<file path="src/rtl/mat_ram_xfer.sv">
// Block-transfer master moving one DIM x DIM matrix between a valid/ready stream and a 32x32 single-port RAM.
// Optional build macro MATRIX_TRANSPOSE_EN enables column-major element ordering.
module mat_ram_xfer #(
   parameter int DIM = 4
) (
   input  logic        clk,
   input  logic        rst,
   input  logic        start,
   input  logic        mode,
   input  logic [4:0]  base,
   input  logic        transpose,
   input  logic [31:0] in_data,
   input  logic        in_valid,
   output logic        in_ready,
   output logic [31:0] rd_data,
   output logic        rd_valid,
   output logic        busy,
   output logic        done,
   output logic        ram_cen,
   output logic        ram_wen,
   output logic [4:0]  ram_addr,
   output logic [31:0] ram_din,
   input  logic [31:0] ram_dout
);

   localparam int         L    = DIM * DIM;
   localparam logic [5:0] LAST = 6'(L - 1);

   typedef enum logic [1:0] {IDLE, WR, RD, DRAIN} state_t;

   state_t      state, state_n;
   logic [5:0]  cnt, cnt_n;
   logic [4:0]  base_q, base_n, base_sel;
   logic [5:0]  offset;
   logic [4:0]  elem_addr;
   logic        cen_n, wen_n, done_n;
   logic [4:0]  addr_n;
   logic [31:0] din_n;
   logic        rd_issue, advance, clear;
   logic        rd_p1, last_p1;

`ifdef MATRIX_TRANSPOSE_EN
   logic [2:0]  row, col, row_n, col_n;
   logic        tr_q, tr_n, tr_sel;
`else
   logic        unused_transpose;
   assign unused_transpose = transpose;
`endif

   assign busy     = (state != IDLE);
   assign in_ready = (state == WR);

   // In IDLE the first element is issued straight from the start-cycle inputs.
   always_comb begin
      base_sel = (state == IDLE) ? base : base_q;
`ifdef MATRIX_TRANSPOSE_EN
      tr_sel   = (state == IDLE) ? transpose : tr_q;
      offset   = tr_sel ? (6'(col) * 6'(DIM) + 6'(row)) : cnt;
`else
      offset   = cnt;
`endif
      elem_addr = 5'({1'b0, base_sel} + offset);
   end

   // NOTE: every signal gets a default before the case so no latch is inferred.
   always_comb begin
      state_n  = state;
      cnt_n    = cnt;
      base_n   = base_q;
      cen_n    = 1'b0;
      wen_n    = 1'b0;
      addr_n   = ram_addr;
      din_n    = ram_din;
      done_n   = 1'b0;
      rd_issue = 1'b0;
      advance  = 1'b0;
      clear    = 1'b0;
`ifdef MATRIX_TRANSPOSE_EN
      tr_n     = tr_q;
      row_n    = row;
      col_n    = col;
`endif
      case (state)
         IDLE: begin
            if (start) begin
               base_n = base;
`ifdef MATRIX_TRANSPOSE_EN
               tr_n   = transpose;
`endif
               if (mode) begin
                  state_n = WR;
               end else begin
                  state_n  = RD;
                  rd_issue = 1'b1;
               end
            end
         end
         WR: begin
            if (in_valid) begin
               cen_n  = 1'b1;
               wen_n  = 1'b1;
               addr_n = elem_addr;
               din_n  = in_data;
               if (cnt == LAST) begin
                  state_n = IDLE;
                  done_n  = 1'b1;
                  clear   = 1'b1;
               end else begin
                  advance = 1'b1;
               end
            end
         end
         RD: rd_issue = 1'b1;
         DRAIN: begin
            done_n = last_p1;
            if (done) state_n = IDLE;
         end
         default: state_n = IDLE;
      endcase

      if (rd_issue) begin
         cen_n  = 1'b1;
         addr_n = elem_addr;
         if (cnt == LAST) begin
            state_n = DRAIN;
            clear   = 1'b1;
         end else begin
            advance = 1'b1;
         end
      end

      if (clear)        cnt_n = '0;
      else if (advance) cnt_n = cnt + 6'd1;

`ifdef MATRIX_TRANSPOSE_EN
      if (clear) begin
         row_n = '0;
         col_n = '0;
      end else if (advance) begin
         if (col == 3'(DIM - 1)) begin
            col_n = '0;
            row_n = row + 3'd1;
         end else begin
            col_n = col + 3'd1;
         end
      end
`endif
   end

   // NOTE: sequential state uses non-blocking assignments so all registers update together.
   always_ff @(posedge clk) begin
      if (rst) begin
         state    <= IDLE;
         cnt      <= '0;
         base_q   <= '0;
         ram_cen  <= 1'b0;
         ram_wen  <= 1'b0;
         ram_addr <= '0;
         ram_din  <= '0;
         done     <= 1'b0;
         rd_p1    <= 1'b0;
         last_p1  <= 1'b0;
         rd_valid <= 1'b0;
         rd_data  <= '0;
`ifdef MATRIX_TRANSPOSE_EN
         tr_q     <= 1'b0;
         row      <= '0;
         col      <= '0;
`endif
      end else begin
         state    <= state_n;
         cnt      <= cnt_n;
         base_q   <= base_n;
         ram_cen  <= cen_n;
         ram_wen  <= wen_n;
         ram_addr <= addr_n;
         ram_din  <= din_n;
         done     <= done_n;
         // Read pipeline: issue on pins -> RAM dout valid -> captured onto rd_data.
         rd_p1    <= ram_cen & ~ram_wen;
         last_p1  <= ram_cen & ~ram_wen & (state == DRAIN);
         rd_valid <= rd_p1;
         if (rd_p1) rd_data <= ram_dout;
`ifdef MATRIX_TRANSPOSE_EN
         tr_q     <= tr_n;
         row      <= row_n;
         col      <= col_n;
`endif
      end
   end

endmodule

</file>
<file path="config.mk">
export PLATFORM = sky130hd
export DESIGN_NAME = mat_ram_xfer
export DESIGN_NICKNAME = d
export VERILOG_FILES = /design/src/rtl/mat_ram_xfer.sv
export SDC_FILE = /design/constraint.sdc
export NUM_CORES = 1
export LEC_CHECK = 0
export CELL_PAD_IN_SITES_DETAIL_PLACEMENT = 1
export CELL_PAD_IN_SITES_GLOBAL_PLACEMENT = 2
export CORE_MARGIN = 4
export CORE_UTILIZATION = 26
export CTS_BUF_LIST = sky130_fd_sc_hd__clkbuf_4 sky130_fd_sc_hd__clkbuf_8
export CTS_CLUSTER_DIAMETER = 40
export DETAILED_ROUTE_END_ITERATION = 12
export GPL_ROUTABILITY_DRIVEN = 0
export PLACE_DENSITY_LB_ADDON = 0.1
export SETUP_SLACK_MARGIN = 0.02
export SLEW_MARGIN = 20
export SYNTH_ARGS = -nofsm -noshare
export SYNTH_HDL_FRONTEND = slang
export SYNTH_SLANG_ARGS = --single-unit
</file>
<file path="constraint.sdc">
create_clock -name clk -period 3.85 [get_ports clk]
set_input_delay 0.5775 -clock clk [delete_from_list [all_inputs] [get_ports clk]]
set_output_delay 0.5775 -clock clk [all_outputs]
set_load 0.05 [all_outputs]
</file>
* Word-level counts from Yosys, hierarchy flattened *
Index checks and enable logic that the tools add are counted.
W data, S select, Z words.

storage, ports and cells
  register bits = 88
  input port bits = 75
  output and inout port bits = 75
  logic and storage cells = 58

operators by class
  $add $sub $neg = 2
  eq/ne operators = 4
  muxes and demuxes = 29
  bitwise logic cells = 3
  reductions and logical operators = 8

operators by type and width
  kind                   number
  $mux W5                4
  $mux W1                15
  $mux W2                7
  $add A6 B1 Y6 const B  1
  $eq A6 B4 Y1 const B   1
  $pmux W2 S3            1
  $reduce_and A2 Y1      3
  $reduce_bool A2 Y1     3
  $add A5 B5 Y5          1
  $eq A2 B2 Y1 const B   2
  $pmux W1 S2            2
  $and A1 B1 Y1          2
  $eq A2 B1 Y1 const B   1
  $logic_not A2 Y1       1
  $reduce_or A2 Y1       1
  $not A1 Y1             1

* Longest topological paths before layout *
Gate-level depths: netlist of run 1.

  word-level depth = 7
  mapped depth = 10
  depth with buffers taken out = 9

* Least setup slack after synthesis of run 1 *
OpenSTA, ideal clock, no wires.

  path kind = flip-flop to flip-flop
  start = reg state[0]
  end = reg ram_addr[4]
  setup time = 74 ps
  data arrival time = 2209 ps
  data required time = 3776 ps
  slack = 1567 ps
  stages on the path, launching flop included = 11
  clock period less this slack = 2283 ps
  cells stage by stage = dfxtp_1 -> buf_2 -> nor2_2 -> mux2_2 -> ha_1 -> inv_1 -> fa_1 -> nand2b_1 -> a21oi_1 -> or4_1 -> a31oi_1

on the way
  longest elaborated chain between the ends = 6

RTL lines
  element                 line    source
  from (decl)             31      state_t state, state_n;
  from (signal assigned)  171     state <= state_n;
  $logic_not A2 Y1        55, 83
  $mux W5                 55      base_sel = (state == IDLE) ? base : base_q;
  $add A5 B5 Y5           62      elem_addr = 5'({1'b0, base_sel} + offset);
  $mux W5                 99      if (in_valid) begin
  $mux W5                 83      case (state)
  $mux W5                 121     if (rd_issue) begin
  to (signal assigned)    176     ram_addr <= addr_n;
  to (decl)               21      output logic [4:0] ram_addr,

Several ways; a longest one is shown, not always the timed one. The select of a mux whose other input is x is not followed.
A chain may end at the register's enable or synchronous reset.

* Worst setup path in the final report of run 1 *
  start = reg state[0]
  end = out in_ready

on the way
  longest elaborated chain between the ends = 1

RTL lines
  element       line  source
  $eq A2 B1 Y1  51    assign in_ready = (state == WR);
  to (decl)     14    output logic in_ready,

Every way passes these cells.

==> results_dict.tcl, run 1 <==
set metrics [dict create \
    outcome "completed" \
    first_iter_violations 87 \
    wire_per_inst_um 14.75 \
    fin_setup_tns_ns 0 \
    row_count 41 \
    cts-resized-gates 0 \
    final_util 0.4099 \
    crit_slowest_cell "clkdlybuf4s50_1" \
    critPathTopFamily "buffers and inverters" \
    synthArstFlopShare 0 \
    finalHoldViolations 0 \
    antenna_left 0 \
    yosysUniqueCellTypes 42 \
    netlist_area_um2 3383 \
    diodes 0 \
    port_buffers 148 \
    syn_nets 456 \
    finalMaxSlewViolations 0 \
    rsz0062_at_grt "no" \
    power.density_nw_per_um2 408.5 \
    worstPathRequired_ns 3.27 \
    nets 595 \
    cts_hold_buf 0 \
    grt_max_degree 46 \
    ys_seq_area_frac 0.5207 \
    worst_slew_pin_slew_ns 1.022 \
    slew_headroom 0.3188 \
    grt_pass1_vias 3097 \
    cp_cell_sequence "inv_1, nor2_1, clkdlybuf4s50_1" \
    min-delay-start "ram_wen$_SDFF_PP0_" \
    crit_buf_inv 2 \
    avgSynthCellArea_um2 9.022 \
    grt_overflow_total 0 \
    fmax_mhz 372.8 \
    placed_cells 675 \
    cts_tree "done" \
    die_h_um 122.1 \
    routed.top_layer "met4" \
    wl_met1_um 4474 \
    startpoint "state[0]$_SDFF_PP0_" \
    gr-usage-all-layers 0.1353 \
    insertion_delay_ns 0.35 \
    via_per_inst 4.478 \
    route.met2.wl_um 4779 \
    wl_met3_um 772 \
    maxCapViolations 0 \
    final_cell_mix "clkdlybuf4s50_1 (147), dfxtp_1 (87), nand2_1 (76), nor2_1 (46), a21oi_1 (42)" \
    worst_clock_skew_ns 0.009669 \
    drc 0 \
    critPathKind "reg2out" \
    clkTransAtPathRegs_ns 0.09 \
    synth-seq-cells 88 \
    post_cts_buffers 0 \
    die_width_um 122.1 \
    yosys-top-cells-area "dfxtp_1 (52%), mux2i_1 (11%), nand2_1 (8.4%)" \
    antenna_found_initial 0 \
    endpoint_kind "output pin" \
    synth_edf_count 0 \
    clock-sinks 88 \
    p_leak_nw 1.841 \
    cts_root_buf "clkbuf_8" \
    synth_top_area_frac 0.5207 \
    grt_pass1_wl_um 15800 \
    numCtsBuffers 9 \
    start_util 0.2670 \
    cp_slowest_stage_delay_ns 0.86 \
    floorplan.core_area_um2 12670 \
    syn_inst 375 \
    vias 3090 \
    place_hpwl_um 7316 \
    hold_ws_ns 0.4496 \
    die-area_um2 14900 \
    crit_path_start_kind "flop" \
    synth_largest_area_cell "dfxtp_1" \
    drive_gt1_frac 0.05792 \
    boundaryPins 150 \
    cts_buffer_depth 2 \
    setup_viol 0 \
    synth-main-ff-cell "dfxtp_1" \
    ys_warn_count 0 \
    fin_crit_ns 2.683 \
    crit_fanout 10 \
    layout_commonest_cell "clkdlybuf4s50_1" \
    r2r_start "state[0]$_SDFF_PP0_" \
    firstDrtPassIters 4 \
    cp_data_arrival_time_ns 2.11 \
    finalWirelength_um 10180 \
    final_cells 690 \
    area_delta_synth_final_pct 53.51 \
    nFillCells 1499 \
    fin_crit_sh 0.6968 \
    r2r_slack_ns 1.30 \
    h-tree-depth 3 \
    vdd_drop_max_v 0.0001592 \
    hold_class "reg2reg" \
]
state kept, by name, indices dropped and copies added (netlist names), 2 cells and up:
signal,cells
base_q,5
cnt,6
ram_addr,5
ram_din,32
rd_data,32
state,2
metrics by stage:
| stage | setup WS, ns | cell area, um2 | total power [mW] |
|---|---|---|---|
| 2_1_floorplan | 1.567 | 3383 | 1.313 |
| 3_3_place_gp | 1.284 | 5004 | 1.504 |
| 3_5_place_dp | 1.212 | 5004 | 1.513 |
| 4_1_cts | 1.126 | 5194 | 2.166 |
| 5_1_grt | 1.008 | 5194 | 2.239 |
| 6_report | 1.167 | 5194 | 2.122 |
report_power, final:
part | switching, mW | internal, mW
Sequential | 0.0464 | 0.958
Clock | 0.319 | 0.319
Combinational | 0.272 | 0.207
Total | 0.638 | 1.48
worst register-to-register path: cells and delay by family, from the launching register on:
family	cells	cell delay, ns
muxes	1	0.41
DFF	1	0.43
AOI/OAI and AO/OA	2	0.25
and+or+nand+nor	3	0.94
adders and majority gates	2	0.38
buffers and inverters	1	0.07
final timing paths:
kind / to / cells past startpoint
hold reg to reg: rd_p1$_SDFF_PP0_ / 1
setup / recovery: in_ready / 3
setup reg to reg: ram_addr[4]$_SDFFE_PP0P_ / 9
hold / removal: rd_p1$_SDFF_PP0_ / 1
routing by layer:
| metal | vias to the layer above | track usage |
|---|---|---|
| met3 | 12 | 0.04828 |
| met5 | - | 0 |
| met1 | 1460 | 0.1674 |
| met4 | 0 | 0.05248 |
| li1 | 1527 | - |
| met2 | 91 | 0.2158 |
synthesized netlist by cell type, drive strengths merged, types with 2 or more instances:
| library cell | instances |
|---|---|
| inv | 7 |
| ha | 5 |
| nor2 | 48 |
| or3 | 2 |
| clkbuf | 13 |
| nand2b | 3 |
| nor3 | 2 |
| mux2i | 37 |
| buf | 11 |
| o21ai | 2 |
| a31oi | 2 |
| or4 | 2 |
| o21a | 2 |
| dfxtp | 88 |
| a21oi | 42 |
| nand2 | 76 |
| o211ai | 2 |
| mux2 | 4 |
| nand3 | 7 |
| nor3b | 2 |
final cells by class:
type	instances	area (um2)	area share
multi-input combinational	256	1493	0.2874
clock inverter	4	45.04	0.008673
inverter	7	26.28	0.005059
tap	172	215.2	0.04144
sequential	88	1763	0.3394
timing repair buffer	152	1506	0.2900
clock buffer	11	145.1	0.02795
logic make-up after synthesis:
family,share of synthesized area
DFF,0.5207
buffers and inverters,0.03883
and+or+nand+nor,0.1868
AOI/OAI and AO/OA,0.1065
adders and majority gates,0.02441
muxes,0.1228
(Power assumes the default switching activity.)
==> inputs of run 2 (changes only) <==
CORE_UTILIZATION = 24   (was 26)
clock period = 2.8 ns   (was 3.85 ns; I/O delays follow)
==> run 2 against run 1 <==
Compared with the run above: via count shrank 0.16%; cell area increased by 0.48%; wire length is 4.1% higher; total power rose by 37%; register-to-register slack lost 0.77 ns; combinational power rose by 43%; count of clock-buffer cells in the layout up 5; sequential share of layout area decreased by 0.16 points; global-route usage fell by 0.27 points; largest power group unchanged.
==> results_dict.tcl, run 2 (synthesis results as in run 1) <==
set metrics [dict create \
    grt_pass1_wl_um 16990 \
    die_h_um 126.7 \
    grt_pass1_vias 3184 \
    r2r_slack_ns 0.53 \
    critPathKind "reg2out" \
    cp_data_arrival_time_ns 2.00 \
    setup_ws_ns 0.3823 \
    top_regs "ram_din x32, rd_data x32, cnt x6" \
    finalHoldViolations 0 \
    grt_overflow_total 0 \
    multi_input_area_um2 1493 \
    diodes 0 \
    antenna_found_initial 0 \
    combPwrFrac 0.236 \
    crit_slowest_cell "clkdlybuf4s50_1" \
    vias 3085 \
    place_worst_setup_slack_ns 0.3556 \
    drive_gt1_frac 0.06513 \
    cts_hold_buf 0 \
    endpoint_kind "output pin" \
    cts_root_buf "clkbuf_8" \
    power_frac_seq 0.472 \
    cp_slowest_stage_delay_ns 0.79 \
    cts_tree "done" \
    p_clk_frac 0.292 \
    floorplan.core_area_um2 13830 \
    reg2reg_depth 8 \
    post_cts_buffers 0 \
    h-tree-depth 3 \
    p_sw_mw 0.8801 \
    crit_path_start_kind "flop" \
    nFillCells 1592 \
    outcome "completed" \
    cts-resized-gates 0 \
    layout_commonest_cell "clkdlybuf4s50_1" \
    clock-sinks 88 \
    die_width_um 126.7 \
    rsz0062_at_grt "no" \
    firstDrtPassIters 4 \
    worst_slew_pin_slew_ns 0.5601 \
    insertion_delay_ns 0.36 \
    maxCapViolations 0 \
    finalWirelength_um 10590 \
    place_hpwl_um 7615 \
    first_iter_violations 88 \
    swShare 0.3039 \
    fin_crit_ns 2.418 \
    start_util 0.2447 \
    fin_crit_sh 0.8635 \
    worst_clock_skew_ns 0.01143 \
    final_cell_mix "clkdlybuf4s50_1 (147), dfxtp_1 (87), nand2_1 (76), nor2_1 (46), a21oi_1 (42)" \
    boundaryPins 150 \
    area_delta_synth_final_pct 54.25 \
    cts_buffer_depth 2 \
    p_leak_nw 1.853 \
    intPower_mw 2.016 \
    worstPathRequired_ns 2.38 \
    gr-usage-all-layers 0.1326 \
    fin_setup_tns_ns 0 \
    fmax_mhz 413.6 \
    die-area_um2 16060 \
    vdd_drop_max_v 0.0002260 \
    slew_headroom 0.6255 \
    port_buffers 148 \
    hold_path_depth 2 \
    hold_class "reg2reg" \
    row_count 43 \
    cp_cell_sequence "nor2_2, buf_4, inv_1, clkdlybuf4s50_1" \
    finalMaxSlewViolations 0 \
    regArea_um2 1763 \
    grt_max_degree 50 \
    hold_ws_ns 0.4556 \
    drc 0 \
    numCtsBuffers 9 \
    nets 598 \
    clkTransAtPathRegs_ns 0.08 \
    wire_per_inst_um 15.09 \
    setup_viol 0 \
    antenna_left 0 \
    crit_fanout 10 \
    via_per_inst 4.395 \
    power.density_nw_per_um2 554.9 \
]
[run 2: worst max-delay path: cells and delay by family (launching register included)]
kind          cells  cell delay, ns
buf+inv           3            1.02
flops             1            0.54
simple gates      1            0.08
[run 2: final cells by class]
cell class                 instances  share of cell area
clock buffer                      16             0.03500
sequential                        88              0.3378
multi-input combinational        256              0.2860
tap                              180             0.04316
inverter                           7            0.005035
timing repair buffer             155              0.2930
[run 2: through the flow]
| step | cells | total power, mW | utilization | area, um2 |
|---|---|---|---|---|
| global route | 702 | 3.073 | 0.3774 | 5219 |
| floorplan | 375 | 1.805 | - | 3383 |
| finish | 702 | 2.896 | 0.3774 | 5219 |
| detailed placement | 686 | 2.089 | 0.3642 | 5036 |
| global placement | 686 | 2.079 | 0.3642 | 5036 |
| CTS | 702 | 2.968 | 0.3774 | 5219 |
[run 2: layer usage]
metal	up-vias	track usage	share of wire
met3	14	0.04842	0.077
li1	1531	-	-
met5	-	0	0
met4	0	0.05552	0.021
met1	1443	0.1615	0.45
met2	97	0.2114	0.45
[run 2: path summary, 6_finish.rpt]
path                            start                       end
max               state[1]$_SDFF_PP0_                      busy
min reg2reg  ram_din[27]$_SDFFE_PP0P_  ram_din[27]$_SDFFE_PP0P_
min          ram_din[27]$_SDFFE_PP0P_  ram_din[27]$_SDFFE_PP0P_
max reg2reg       state[1]$_SDFF_PP0_  ram_addr[4]$_SDFFE_PP0P_
[run 2: power groups by stage]
stage                     sequential, mW  combinational [mW]  clock, mW
after floorplan                     1.56               0.247          0
after global placement              1.40               0.684          0
after detailed placement            1.40               0.691          0
after CTS                           1.37               0.694      0.906
after global routing                1.38               0.734      0.959
final                               1.37               0.683      0.846
